### src/rtl/sprite_pkg.sv
// Shared types and constants for the sprite row fetch path: FSM state, sprite
// slot numbering and the tag carried alongside each ROM read.
package sprite_pkg;

    typedef enum logic [1:0] {
        IDLE  = 2'd0,
        ISSUE = 2'd1,
        DRAIN = 2'd2,
        DONE  = 2'd3
    } fetch_state_t;

    localparam int unsigned SPRITE_PACMAN = 0;
    localparam int unsigned SPRITE_RED    = 1;
    localparam int unsigned SPRITE_GREEN  = 2;
    localparam int unsigned SPRITE_BLUE   = 3;

    localparam int unsigned SCREEN_LINES  = 480;
    localparam int unsigned Y_W           = 10;

    // Slot index width covers pac-man plus the three ghosts.
    localparam int unsigned TAG_IDX_W     = 2;

    typedef struct packed {
        logic [TAG_IDX_W-1:0] idx;
        logic                 hit;
    } tag_t;

    localparam int unsigned TAG_W = $bits(tag_t);

    // Row of a sprite needed on a line; a line above the sprite wraps large.
    function automatic logic [Y_W-1:0] row_offset(input logic [Y_W-1:0] line,
                                                  input logic [Y_W-1:0] top);
        return Y_W'(line - top);
    endfunction

endpackage

### src/rtl/sprite_row_fetcher_tag_pipe.sv
// Delay line that carries each issue slot's tag alongside its ROM read so the
// tag pops out in the same cycle the ROM data becomes valid.
module sprite_tag_pipe
    import sprite_pkg::*;
#(
    parameter int unsigned DEPTH = 2
) (
    input  logic             Clk,
    input  logic             Reset,
    input  logic             in_vld,
    input  logic [TAG_W-1:0] in_tag,
    output logic             out_vld,
    output logic [TAG_W-1:0] out_tag
);

    logic [DEPTH-1:0] vld_q, vld_d;
    logic [TAG_W-1:0] tag_q [DEPTH];
    logic [TAG_W-1:0] tag_d [DEPTH];

    always_comb begin : shift
        vld_d[0] = in_vld;
        tag_d[0] = in_tag;
        for (int i = 1; i < int'(DEPTH); i++) begin
            vld_d[i] = vld_q[i-1];
            tag_d[i] = tag_q[i-1];
        end
    end

    // Reset flushes everything so returns for abandoned reads are dropped.
    always_ff @(posedge Clk) begin : regs
        if (Reset) begin
            vld_q <= '0;
            for (int i = 0; i < int'(DEPTH); i++) begin
                tag_q[i] <= '0;
            end
        end else begin
            vld_q <= vld_d;
            for (int i = 0; i < int'(DEPTH); i++) begin
                tag_q[i] <= tag_d[i];
            end
        end
    end

    assign out_vld = vld_q[DEPTH-1];
    assign out_tag = tag_q[DEPTH-1];

endmodule

### src/rtl/sprite_row_fetcher.sv
// Per-scanline sprite row fetcher: during hblank reads each visible sprite's
// next-line row from the shared pattern ROM into a back bank, published on swap.
module sprite_row_fetcher
    import sprite_pkg::*;
#(
    parameter int unsigned NUM_SPRITES = 4,
    parameter int unsigned SPRITE_W    = 16,
    parameter int unsigned SPRITE_H    = 16,
    parameter int unsigned PIX_BITS    = 4,
    parameter int unsigned ADDR_W      = 10,
    parameter int unsigned ROM_LAT     = 2
) (
    input  logic                                   Clk,
    input  logic                                   Reset,
    input  logic                                   line_start,
    input  logic [9:0]                             next_line,
    input  logic                                   swap,
    input  logic [NUM_SPRITES-1:0]                 sprite_en,
    input  logic [NUM_SPRITES*10-1:0]              sprite_y,
    input  logic [NUM_SPRITES*ADDR_W-1:0]          sprite_base,
    output logic                                   rom_rd_en,
    output logic [ADDR_W-1:0]                      rom_addr,
    input  logic [SPRITE_W*PIX_BITS-1:0]           rom_rdata,
    output logic [NUM_SPRITES*SPRITE_W*PIX_BITS-1:0] row_data,
    output logic [NUM_SPRITES-1:0]                 row_valid,
    output logic                                   busy,
    output logic                                   fetch_done,
    output logic                                   err_overrun,
    output logic                                   err_late,
    input  logic                                   err_clr
);

    localparam int unsigned ROW_W = SPRITE_W * PIX_BITS;
    localparam int unsigned BANK_W = NUM_SPRITES * ROW_W;
    localparam int unsigned IDX_W = TAG_IDX_W;
    localparam logic [IDX_W-1:0] LAST_IDX = IDX_W'(NUM_SPRITES - 1);

    fetch_state_t state_q, state_d;
    logic [IDX_W-1:0] idx_q, idx_d;

    logic [Y_W-1:0]                snap_line_q, snap_line_d;
    logic [NUM_SPRITES-1:0]        snap_en_q, snap_en_d;
    logic [NUM_SPRITES*Y_W-1:0]    snap_y_q, snap_y_d;
    logic [NUM_SPRITES*ADDR_W-1:0] snap_base_q, snap_base_d;

    logic              rom_rd_en_q, rom_rd_en_d;
    logic [ADDR_W-1:0] rom_addr_q, rom_addr_d;
    logic              busy_q, busy_d;
    logic              fetch_done_q, fetch_done_d;
    logic              err_overrun_q, err_overrun_d;
    logic              err_late_q, err_late_d;

    logic [BANK_W-1:0]      back_data_q, back_data_d;
    logic [NUM_SPRITES-1:0] back_valid_q, back_valid_d;
    logic [BANK_W-1:0]      front_data_q, front_data_d;
    logic [NUM_SPRITES-1:0] front_valid_q, front_valid_d;

    tag_t             issue_tag;
    logic             issue_vld;
    logic             ret_vld;
    logic [TAG_W-1:0] ret_raw;
    tag_t             ret_tag;

    logic              issue_next;
    logic [IDX_W-1:0]  sel_idx;
    logic              sel_en;
    logic [Y_W-1:0]    sel_y;
    logic [Y_W-1:0]    sel_line;
    logic [ADDR_W-1:0] sel_base;
    logic [Y_W-1:0]    dy;
    logic              hit;

    // The registered read strobe doubles as the hit flag of the slot in flight.
    assign issue_vld = (state_q == ISSUE);
    assign issue_tag = '{idx: idx_q, hit: rom_rd_en_q};

    sprite_tag_pipe #(
        .DEPTH (ROM_LAT)
    ) u_tag_pipe (
        .Clk     (Clk),
        .Reset   (Reset),
        .in_vld  (issue_vld),
        .in_tag  (issue_tag),
        .out_vld (ret_vld),
        .out_tag (ret_raw)
    );

    assign ret_tag = tag_t'(ret_raw);

    always_comb begin : next_state
        state_d       = state_q;
        idx_d         = idx_q;
        snap_line_d   = snap_line_q;
        snap_en_d     = snap_en_q;
        snap_y_d      = snap_y_q;
        snap_base_d   = snap_base_q;
        rom_rd_en_d   = 1'b0;
        rom_addr_d    = rom_addr_q;
        busy_d        = busy_q;
        fetch_done_d  = 1'b0;
        err_overrun_d = err_overrun_q;
        err_late_d    = err_late_q;
        back_data_d   = back_data_q;
        back_valid_d  = back_valid_q;
        front_data_d  = front_data_q;
        front_valid_d = front_valid_q;
        issue_next    = 1'b0;
        sel_idx       = '0;
        sel_en        = 1'b0;
        sel_y         = '0;
        sel_line      = '0;
        sel_base      = '0;

        // Select the slot whose read goes out on the next cycle.
        case (state_q)
            IDLE, DONE: begin
                state_d = IDLE;
                if (line_start) begin
                    state_d      = ISSUE;
                    idx_d        = '0;
                    busy_d       = 1'b1;
                    snap_line_d  = next_line;
                    snap_en_d    = sprite_en;
                    snap_y_d     = sprite_y;
                    snap_base_d  = sprite_base;
                    back_valid_d = '0;
                    issue_next   = 1'b1;
                    sel_line     = next_line;
                    sel_en       = sprite_en[0];
                    sel_y        = sprite_y[0 +: Y_W];
                    sel_base     = sprite_base[0 +: ADDR_W];
                end
            end
            ISSUE: begin
                if (idx_q == LAST_IDX) begin
                    state_d = DRAIN;
                end else begin
                    sel_idx    = idx_q + 1'b1;
                    idx_d      = sel_idx;
                    issue_next = 1'b1;
                    sel_line   = snap_line_q;
                    sel_en     = snap_en_q[sel_idx];
                    sel_y      = snap_y_q[int'(sel_idx) * Y_W +: Y_W];
                    sel_base   = snap_base_q[int'(sel_idx) * ADDR_W +: ADDR_W];
                end
            end
            DRAIN: begin
                if (ret_vld && (ret_tag.idx == LAST_IDX)) begin
                    state_d      = DONE;
                    busy_d       = 1'b0;
                    fetch_done_d = 1'b1;
                end
            end
            default: state_d = IDLE;
        endcase

        dy  = row_offset(sel_line, sel_y);
        hit = sel_en && (dy < Y_W'(SPRITE_H));
        if (issue_next) begin
            rom_rd_en_d = hit;
            if (hit) begin
                rom_addr_d = ADDR_W'(sel_base + ADDR_W'(dy));
            end
        end

        if (ret_vld && ret_tag.hit) begin
            back_data_d[int'(ret_tag.idx) * ROW_W +: ROW_W] = rom_rdata;
            back_valid_d[ret_tag.idx]                       = 1'b1;
        end

        // A late swap blanks the front rather than expose a half-built bank.
        if (swap) begin
            if (busy_q) begin
                front_valid_d = '0;
            end else begin
                front_data_d  = back_data_q;
                front_valid_d = back_valid_q;
            end
        end

        if (err_clr) begin
            err_overrun_d = 1'b0;
            err_late_d    = 1'b0;
        end
        if (line_start && busy_q) begin
            err_overrun_d = 1'b1;
        end
        if (swap && busy_q) begin
            err_late_d = 1'b1;
        end
    end

    always_ff @(posedge Clk) begin : regs
        if (Reset) begin
            state_q       <= IDLE;
            idx_q         <= '0;
            snap_line_q   <= '0;
            snap_en_q     <= '0;
            snap_y_q      <= '0;
            snap_base_q   <= '0;
            rom_rd_en_q   <= 1'b0;
            rom_addr_q    <= '0;
            busy_q        <= 1'b0;
            fetch_done_q  <= 1'b0;
            err_overrun_q <= 1'b0;
            err_late_q    <= 1'b0;
            back_data_q   <= '0;
            back_valid_q  <= '0;
            front_data_q  <= '0;
            front_valid_q <= '0;
        end else begin
            state_q       <= state_d;
            idx_q         <= idx_d;
            snap_line_q   <= snap_line_d;
            snap_en_q     <= snap_en_d;
            snap_y_q      <= snap_y_d;
            snap_base_q   <= snap_base_d;
            rom_rd_en_q   <= rom_rd_en_d;
            rom_addr_q    <= rom_addr_d;
            busy_q        <= busy_d;
            fetch_done_q  <= fetch_done_d;
            err_overrun_q <= err_overrun_d;
            err_late_q    <= err_late_d;
            back_data_q   <= back_data_d;
            back_valid_q  <= back_valid_d;
            front_data_q  <= front_data_d;
            front_valid_q <= front_valid_d;
        end
    end

    assign rom_rd_en   = rom_rd_en_q;
    assign rom_addr    = rom_addr_q;
    assign row_data    = front_data_q;
    assign row_valid   = front_valid_q;
    assign busy        = busy_q;
    assign fetch_done  = fetch_done_q;
    assign err_overrun = err_overrun_q;
    assign err_late    = err_late_q;

endmodule

### config.mk
export PLATFORM = sky130hd
export DESIGN_NAME = sprite_row_fetcher
export DESIGN_NICKNAME = d
export VERILOG_FILES = /design/src/rtl/sprite_pkg.sv /design/src/rtl/sprite_row_fetcher_tag_pipe.sv /design/src/rtl/sprite_row_fetcher.sv
export SDC_FILE = /design/constraint.sdc
export NUM_CORES = 1
export LEC_CHECK = 0
export CORE_MARGIN = 10
export CORE_UTILIZATION = 56
export CTS_CLUSTER_DIAMETER = 120
export DETAILED_ROUTE_END_ITERATION = 6
export PLACE_DENSITY_LB_ADDON = 0.05
export SYNTH_ARGS = -nofsm -noshare
export SYNTH_HDL_FRONTEND = slang
export SYNTH_SLANG_ARGS = --single-unit
### constraint.sdc
create_clock -name Clk -period 12.3 [get_ports Clk]
set_clock_uncertainty 0.15 [all_clocks]
set_input_delay 2.46 -clock Clk [delete_from_list [all_inputs] [get_ports Clk]]
set_output_delay 2.46 -clock Clk [all_outputs]
set_load 0.03 [all_outputs]
==> results of run 1 <==
-- worst max-delay path by stage --
stage / startpoint / cells after the start / to
finish: line_start / 18 / rom_addr[9]
global route: line_start / 18 / rom_addr[9]
CTS: line_start / 18 / rom_addr[9]
detailed placement: line_start / 18 / rom_addr[9]
global placement: line_start / 15 / rom_addr[5]
floorplan: line_start / 19 / rom_addr[9]
-- worst reg2reg max path, cell delays in order (launching register included) --
cell and delay, ns:
dfxtp_1 0.35, inv_1 0.08, ha_1 0.41, and2_2 0.18
buf_4 0.72, nand2_1 0.23, a21oi_1 0.29, ha_1 0.27
nor2b_1 0.14, o31ai_1 0.43, nor2b_1 0.14, a211o_1 0.33
ha_1 0.36, o21ai_0 0.12, a21boi_0 0.24, nand2_1 0.08
o21ai_0 0.21, xor2_1 0.18, nand3_1 0.11, a21oi_1 0.20
-- where the power goes --
part | switching [mW] | total [mW] | leakage, nW | internal, mW
logic | 0.771 | 1.19 | 4.06 | 0.417
clock network | 0.806 | 1.93 | 1.03 | 1.12
registers | 0.0426 | 2.19 | 5.18 | 2.15
total | 1.62 | 5.31 | 10.3 | 3.69
-- registers in the layout, indices dropped and copies added, names as in the netlist, 2 cells and up --
register          flops
state_q               2
snap_line_q          10
snap_en_q             4
back_data_q         256
row_valid             4
snap_base_q          40
back_valid_q          4
u_tag_pipe.tag_q      6
snap_y_q             40
idx_q                 2
u_tag_pipe.vld_q      2
rom_addr             10
row_data            256
-- logic make-up (layout without fill, tap and decap cells) --
family                   after synthesis  in the layout  share of synthesized area
other                                  0              8                          0
flip-flops                           641            641                      0.553
adder cells (fa/ha/maj)               32             32                     0.0179
buffers and inverters                231            587                     0.0375
AND/OR/NAND/NOR                     1075           1075                      0.179
XOR/XNOR                              14             14                    0.00528
multiplexers                          21             21                     0.0204
AO/OA/AOI/OAI                        712            712                      0.187
-- cell type report --
class | count | share of cell area
sequential | 641 | 0.431
multi-input combinational | 1854 | 0.321
timing repair buffer | 458 | 0.153
clock buffer | 103 | 0.0659
tap | 532 | 0.0223
clock inverter | 13 | 0.00453
inverter | 13 | 0.00164
antenna | 8 | 0.000672
-- synthesized netlist by cell type (all sizes together), types with 12 or more instances --
library cell  number
clkbuf           200
nand3             12
a22oi            266
nand2            747
a21oi            394
nor2b             17
mux4              21
buf               18
a21o              13
ha                30
inv               13
o21ai             18
dfxtp            641
nor2             276
-- routing by layer --
| layer | wire [µm] | vias up | GRT usage |
|---|---|---|---|
| li1 | - | 9820 | - |
| met1 | 29700 | 9981 | 0.348 |
| met2 | 34000 | 858 | 0.442 |
| met3 | 6510 | 136 | 0.0751 |
| met4 | 2270 | 6 | 0.109 |
| met5 | 41 | - | 0 |
==> flow_metrics.tcl, run 1 <==
set metrics [dict create \
    cts_resized 0 \
    avgRoutedWirePerCell_um 20.0 \
    fin_util 0.728 \
    ir_drop_uv 144 \
    final_antenna_net_count 0 \
    ctsLongestPathBuffers 3 \
    synth_top_cell_area_share 0.553 \
    yosysWarningCount 0 \
    place_ws_ns 4.81 \
    ys_async_sr_fraction 0 \
    seqCellArea_um2 12800 \
    synth_edf_count 0 \
    status "finished, violations left" \
    period_needed_ns 6.98 \
    drive_above_1_share 0.0506 \
    drc 0 \
    synth_fp_nets 2921 \
    finalMaxSlewViolations 69 \
    tns_ns 0 \
    yosys.area.top_type "dfxtp_1" \
    ios 438 \
    cp.arrival_ns 7.33 \
    reg2reg_from "state_q[0]" \
    cp-start-kind "primary input" \
    setup_violations 0 \
    die_area_um2 50000 \
    ys_top_cells_by_area "dfxtp_1 (55%), nand2_1 (12%), a22oi_1 (8.6%)" \
    tightest_slew_ns 1.54 \
    whs_endpoint "u_tag_pipe.tag_q[0][4]" \
    ys_types 42 \
    cts_setup_buffers 0 \
    grt_max_degree 261 \
    final.setup.worst_slack_ns 5.32 \
    dp_cells 3498 \
    worst-path-buf-inv 2 \
    crit_family "compound AO/OA/AOI/OAI gates" \
    cts.sinks 641 \
    max_stage_delay_ns 0.72 \
    clock_latency_ns 0.58 \
    min_period_over_period 0.567 \
    area_growth_pct 28.4 \
    final_common_cell "nand2_1" \
    power_density_nw_per_um2 178 \
    rrSetupSlack_ns 7.01 \
    fp.dieH_um 224 \
    worstPathMaxFanout 99 \
    tritoncts "yes" \
    die_w_um 224 \
    portBuffers 437 \
    power_leakage_nw 10.3 \
    cap_violations 0 \
    multiInputGateArea_um2 9580 \
    antenna_found_initial 10 \
    cp.required_ns 12.65 \
    path_cells "clkdlybuf4s50_1, and2_2, buf_4, nand2_1, a21oi_1, ha_1, nor2b_1, o31ai_1, nor2b_1, a211o_1, ha_1, o21ai_0, a21boi_0, nand2_1, o21ai_0, xor2_1, nand3_1, a21oi_1" \
    fillerInstances 3155 \
    r2r.worst_path.cells 19 \
    finalPower_mw 5.31 \
    core_area_um2 40900 \
    vias 20801 \
    hold_viol 0 \
    timing.fmax_ghz 0.143 \
    grt_pass1_vias 20070 \
    cts_root_buf "clkbuf_16" \
    drt_iter0_drc 2312 \
    syn_area_per_cell_um2 8.52 \
    hold_class "reg -> reg" \
    hold_depth 1 \
    grt_pass1_wl_um 112000 \
    worst_path_max_delay_cell "buf_4" \
    clk_pin_slew_ns 0.06 \
    hold_buffers 0 \
    cts_buffers 66 \
    fin_area_um2 29800 \
    violations "slew limit" \
    fin_cells 3622 \
    rsz0062_at_grt "no" \
    viasPerCell 5.74 \
    layout_common_cells "nand2_1 (742), dfxtp_1 (641), clkdlybuf4s50_1 (436)" \
    routed_wirelength_um 72500 \
    hold_slack_ns 0.284 \
    syn_inst 2726 \
    syn-cell-area_um2 23200 \
    h-tree-depth 3 \
    track_usage 0.276 \
    nets 3229 \
    slew_headroom -0.0247 \
    cp-end-kind "register" \
    worstHoldStart "u_tag_pipe.tag_q[0][1]" \
    start_util 0.567 \
    first_pass_iters 6 \
    routabilityCongestion 0.831 \
    synth-seq-area-share 0.553 \
    dp_hpwl_um 46300 \
    place_area_um2 27700 \
    path_class "in -> reg" \
    rows 74 \
    ys_seq_elements 641 \
    rr_endpoint "rom_addr[9]" \
    grt_remaining_overflow 0 \
    ys.flop_type "dfxtp_1" \
]
No activity file was read; power rests on OpenSTA's default activity.
==> run 2, diff against run 1 <==
--- a/config.mk
+++ b/config.mk
@@ -6,7 +6,7 @@
 export NUM_CORES = 1
 export LEC_CHECK = 0
 export CORE_MARGIN = 10
-export CORE_UTILIZATION = 56
+export CORE_UTILIZATION = 47
 export CTS_CLUSTER_DIAMETER = 120
 export DETAILED_ROUTE_END_ITERATION = 6
 export PLACE_DENSITY_LB_ADDON = 0.05
==> constraint.sdc (replaced) <==
create_clock -name Clk -period 6.15 [get_ports Clk]
set_clock_uncertainty 0.15 [all_clocks]
set_input_delay 1.23 -clock Clk [delete_from_list [all_inputs] [get_ports Clk]]
set_output_delay 1.23 -clock Clk [all_outputs]
set_load 0.03 [all_outputs]
==> flow_metrics.tcl, run 2 (synthesized netlist as in run 1, its figures left out) <==
set metrics [dict create \
    status "finished clean" \
    worstPathMaxFanout 19 \
    start_util 0.475 \
    nets 3236 \
    worstHoldStart "u_tag_pipe.tag_q[0][2]" \
    ios 438 \
    grt_pass1_vias 19845 \
    clk_pin_slew_ns 0.05 \
    hold_depth 1 \
    cap_violations 0 \
    hold_buffers 0 \
    antenna_found_initial 7 \
    r2r.worst_path.cells 14 \
    cts.sinks 641 \
    power_leakage_nw 10.3 \
    core_area_um2 48800 \
    period_needed_ns 4.91 \
    fin_util 0.615 \
    reg2reg_from "state_q[0]" \
    final.setup.worst_slack_ns 1.24 \
    place_ws_ns 0.692 \
    h-tree-depth 3 \
    cts_buffers 66 \
    finalPower_mw 10.7 \
    finalMaxSlewViolations 0 \
    drt_iter0_drc 1643 \
    cp-start-kind "primary input" \
    fp.dieH_um 242 \
    rrSetupSlack_ns 1.39 \
    layout_common_cells "nand2_1 (742), dfxtp_1 (641), clkdlybuf4s50_1 (436)" \
    track_usage 0.239 \
    timing.fmax_ghz 0.203 \
    setup_violations 0 \
    cp.arrival_ns 5.25 \
    cp-end-kind "register" \
    routabilityCongestion 0.860 \
    tritoncts "yes" \
    hold_viol 0 \
    dp_hpwl_um 47800 \
    routed_wirelength_um 73200 \
    rows 81 \
    cts_resized 0 \
    grt_pass1_wl_um 113000 \
    ctsLongestPathBuffers 3 \
    hold_class "reg -> reg" \
    rr_endpoint "rom_addr[5]" \
    tightest_slew_ns 1.02 \
    area_growth_pct 29.4 \
    cp.required_ns 6.49 \
    cts_root_buf "clkbuf_16" \
    drive_above_1_share 0.0509 \
    path_class "in -> reg" \
    cts_setup_buffers 0 \
    grt_max_degree 165 \
    final_common_cell "nand2_1" \
    min_period_over_period 0.799 \
    clock_latency_ns 0.59 \
    vias 20393 \
    die_w_um 242 \
    final_antenna_net_count 0 \
    rsz0062_at_grt "no" \
    tns_ns 0 \
    viasPerCell 5.44 \
    ir_drop_uv 257 \
    power_density_nw_per_um2 355 \
    portBuffers 437 \
    whs_endpoint "u_tag_pipe.tag_q[0][5]" \
    first_pass_iters 6 \
    drc 0 \
    grt_remaining_overflow 0 \
    die_area_um2 58700 \
    avgRoutedWirePerCell_um 19.5 \
    slew_headroom 0.322 \
]
run 2: changes by cell type in the layout (fill, tap and decap cells not counted), sizes merged:
cell / previous run / this run
clkbuf: 103 / 101
diode: 8 / 3
inv: 16 / 15
clkinv: 9 / 5
buf: 22 / 29
bufinv: 1 / 3
run 2: area by class of cell:
class,count,area [µm²]
Fill cell,4280,18800
Antenna cell,3,7.51
Inverter,13,48.8
Tap cell,664,831
Clock inverter,10,133
Clock buffer,101,1940
Timing Repair Buffer,465,4660
Multi-Input combinational cell,1854,9590
Sequential cell,641,12800
run 2: per-stage QoR:
| stage | cell area [µm²] | instances | hold WS (ns) |
|---|---|---|---|
| floorplan | 23200 | 2726 | 0.264 |
| detailed placement | 28000 | 3637 | 0.276 |
| finish | 30000 | 3751 | 0.285 |
| CTS | 30000 | 3748 | 0.289 |
| global placement | 28000 | 3637 | 0.272 |
| global route | 30000 | 3751 | 0.315 |
run 2: worst max-delay path: stages:
cell and delay [ns]:
clkdlybuf4s50_1 0.48, and2_2 0.38, buf_4 0.29, nand2_1 0.10, a21oi_1 0.14, ha_1 0.32, and2_4 0.20, a221oi_2 0.31
nand3_1 0.15, a2111o_1 0.46, or4_1 0.58, or4_1 0.52, o31ai_1 0.08
run 2: power breakdown:
group	internal (mW)	switching [mW]	total, mW
clock network	2.29	1.58	3.87
registers	4.29	0.0853	4.38
logic	0.866	1.54	2.41
total	7.45	3.21	10.7
run 2: layer usage:
| layer | vias to the layer above | global-route usage | share of wire | wire (µm) |
|---|---|---|---|---|
| met1 | 9824 | 0.300 | 0.42 | 30800 |
| met5 | - | 0 | 0.00072 | 53 |
| met3 | 108 | 0.0622 | 0.077 | 5610 |
| met2 | 642 | 0.394 | 0.48 | 35000 |
| met4 | 8 | 0.0734 | 0.023 | 1700 |
| li1 | 9811 | - | - | - |
run 2: how the worst max path moves through the flow:
stage                     cells after the start       start          end  slack, ns
after detailed placement                     13  line_start  rom_addr[5]       0.69
after global routing                         13  line_start  rom_addr[5]       0.93
after floorplan                              19  line_start  rom_addr[9]       1.37
final                                        13  line_start  rom_addr[5]       1.24
after global placement                       13  line_start  rom_addr[5]       0.77
after CTS                                    13  line_start  rom_addr[5]       1.29
==> run 3, diff against run 2 <==
==> constraint.sdc (replaced) <==
create_clock -name Clk -period 4.1 [get_ports Clk]
set_clock_uncertainty 0.15 [all_clocks]
set_input_delay 0.82 -clock Clk [delete_from_list [all_inputs] [get_ports Clk]]
set_output_delay 0.82 -clock Clk [all_outputs]
set_load 0.03 [all_outputs]
==> flow_metrics.tcl, run 3 (synthesized netlist as in run 1, its figures left out) <==
set metrics [dict create \
    status "finished clean" \
    layout_common_cells "nand2_1 (741), dfxtp_1 (639), clkdlybuf4s50_1 (436)" \
    track_usage 0.241 \
    worstPathMaxFanout 9 \
    cp-start-kind "register" \
    fin_area_um2 31100 \
    hold_class "reg -> reg" \
    path_cells "ha_4, buf_12, mux4_2, nand2_2, a21oi_2, ha_2, inv_1, fa_2, a21o_1, a21oi_2, xnor2_2, a2111o_1, or4_4, or4_1, o31ai_1" \
    tritoncts "yes" \
    rsz0062_at_grt "yes" \
    ir_drop_uv 369 \
    finalPower_mw 17.7 \
    portBuffers 437 \
    setup_violations 0 \
    cts_root_buf "clkbuf_16" \
    grt_pass1_wl_um 115000 \
    drive_above_1_share 0.0907 \
    final_antenna_net_count 0 \
    routed_wirelength_um 74200 \
    routabilityCongestion 0.839 \
    min_period_over_period 0.973 \
    power_leakage_nw 10.9 \
    clk_pin_slew_ns 0.06 \
    timing.fmax_ghz 0.251 \
    ios 438 \
    crit_path_frequent_cell "a21oi_2" \
    max_stage_delay_ns 0.48 \
    area_growth_pct 34.2 \
    grt_remaining_overflow 0 \
    cp-end-kind "register" \
    place_ws_ns -0.637 \
    viasPerCell 5.42 \
    clock_latency_ns 0.59 \
    place_area_um2 28700 \
    tightest_slew_ns 1.01 \
    cp.arrival_ns 4.33 \
    nets 3321 \
    crit_family "compound AO/OA/AOI/OAI gates" \
    dp_hpwl_um 49200 \
    drc 0 \
    antenna_found_initial 4 \
    grt_max_degree 130 \
    slew_headroom 0.327 \
    finalMaxSlewViolations 0 \
    start_util 0.475 \
    core_area_um2 48800 \
    cts.sinks 641 \
    worst_path_max_delay_cell "or4_1" \
    avgRoutedWirePerCell_um 19.3 \
    cap_violations 0 \
    ctsLongestPathBuffers 3 \
    path_class "reg -> reg" \
    final_common_cell "nand2_1" \
    die_area_um2 58700 \
    h-tree-depth 3 \
    topRoutingLayerUsed "met5" \
    vias 20806 \
    hold_viol 0 \
    grt_pass1_vias 20126 \
    die_w_um 242 \
    wl_met1_um 31500 \
    wl_met2_um 36000 \
    period_needed_ns 3.99 \
    final.setup.worst_slack_ns 0.112 \
    rows 81 \
    cts_buffers 68 \
    worst-path-buf-inv 2 \
    power_density_nw_per_um2 567 \
    drt_iter0_drc 1630 \
    cp.required_ns 4.44 \
    fillerInstances 4256 \
    met3_length_um 5330 \
    first_pass_iters 5 \
    fp.dieH_um 242 \
]
==> run 3: changes by cell type in the layout (fill, tap and decap cells not counted), sizes merged <==
cell,change
buf,+82
clkinv,+4
inv,+3
diode,-2
and2,+1
clkinvlp,+1
==> run 3: final timing paths <==
check                                    startpoint                   to  slack (ns)  depth (start not counted)
worst max-delay path                       idx_q[0]          rom_addr[5]        0.11                         15
worst min-delay path            u_tag_pipe.vld_q[0]  u_tag_pipe.vld_q[1]        0.28                          1
worst max register to register             idx_q[0]          rom_addr[5]        0.11                         15
worst min register to register  u_tag_pipe.vld_q[0]  u_tag_pipe.vld_q[1]        0.28                          1
==> run 3: what timing repair did <==
action | in CTS | in global routing
gates cloned | 0 | 1
hold buffers | 0 | 0
pin swaps | 4 | 15
gates resized for setup | 8 | 33
endpoints found under the setup margin | 4 | 10
setup buffers | 0 | 6
==> run 3: layout make-up <==
cell class | instances | area (µm²) | share of cell area
Inverter | 13 | 48.8 | 0.00157
Timing Repair Buffer | 547 | 5420 | 0.174
Clock inverter | 18 | 200 | 0.00643
Clock buffer | 101 | 2030 | 0.0651
Sequential cell | 641 | 12800 | 0.412
Antenna cell | 1 | 2.50 | 0.0000803
Multi-Input combinational cell | 1855 | 9780 | 0.314
Tap cell | 664 | 831 | 0.0267
==> run 3: metrics by stage <==
stage | util | TNS, ns | hold WS, ns | cells
5_1_grt | 0.638 | -0.0349 | 0.307 | 3840
6_report | 0.638 | 0 | 0.283 | 3840
2_1_floorplan | - | 0 | 0.264 | 2726
3_3_place_gp | 0.587 | -4.29 | 0.266 | 3713
4_1_cts | 0.633 | 0 | 0.288 | 3832
3_5_place_dp | 0.587 | -5.13 | 0.275 | 3713
==> run 3: power by group <==
part           total [mW]  switching (mW)  internal, mW
Clock                6.11            2.49          3.62
Combinational        4.97            2.72          2.25
Sequential           6.57           0.132          6.44
==> run 3: per-layer routing <==
layer / up-vias / global-route usage
met5: - / 0
met4: 6 / 0.0684
met3: 95 / 0.0531
met2: 656 / 0.403
met1: 10053 / 0.307
li1: 9996 / -
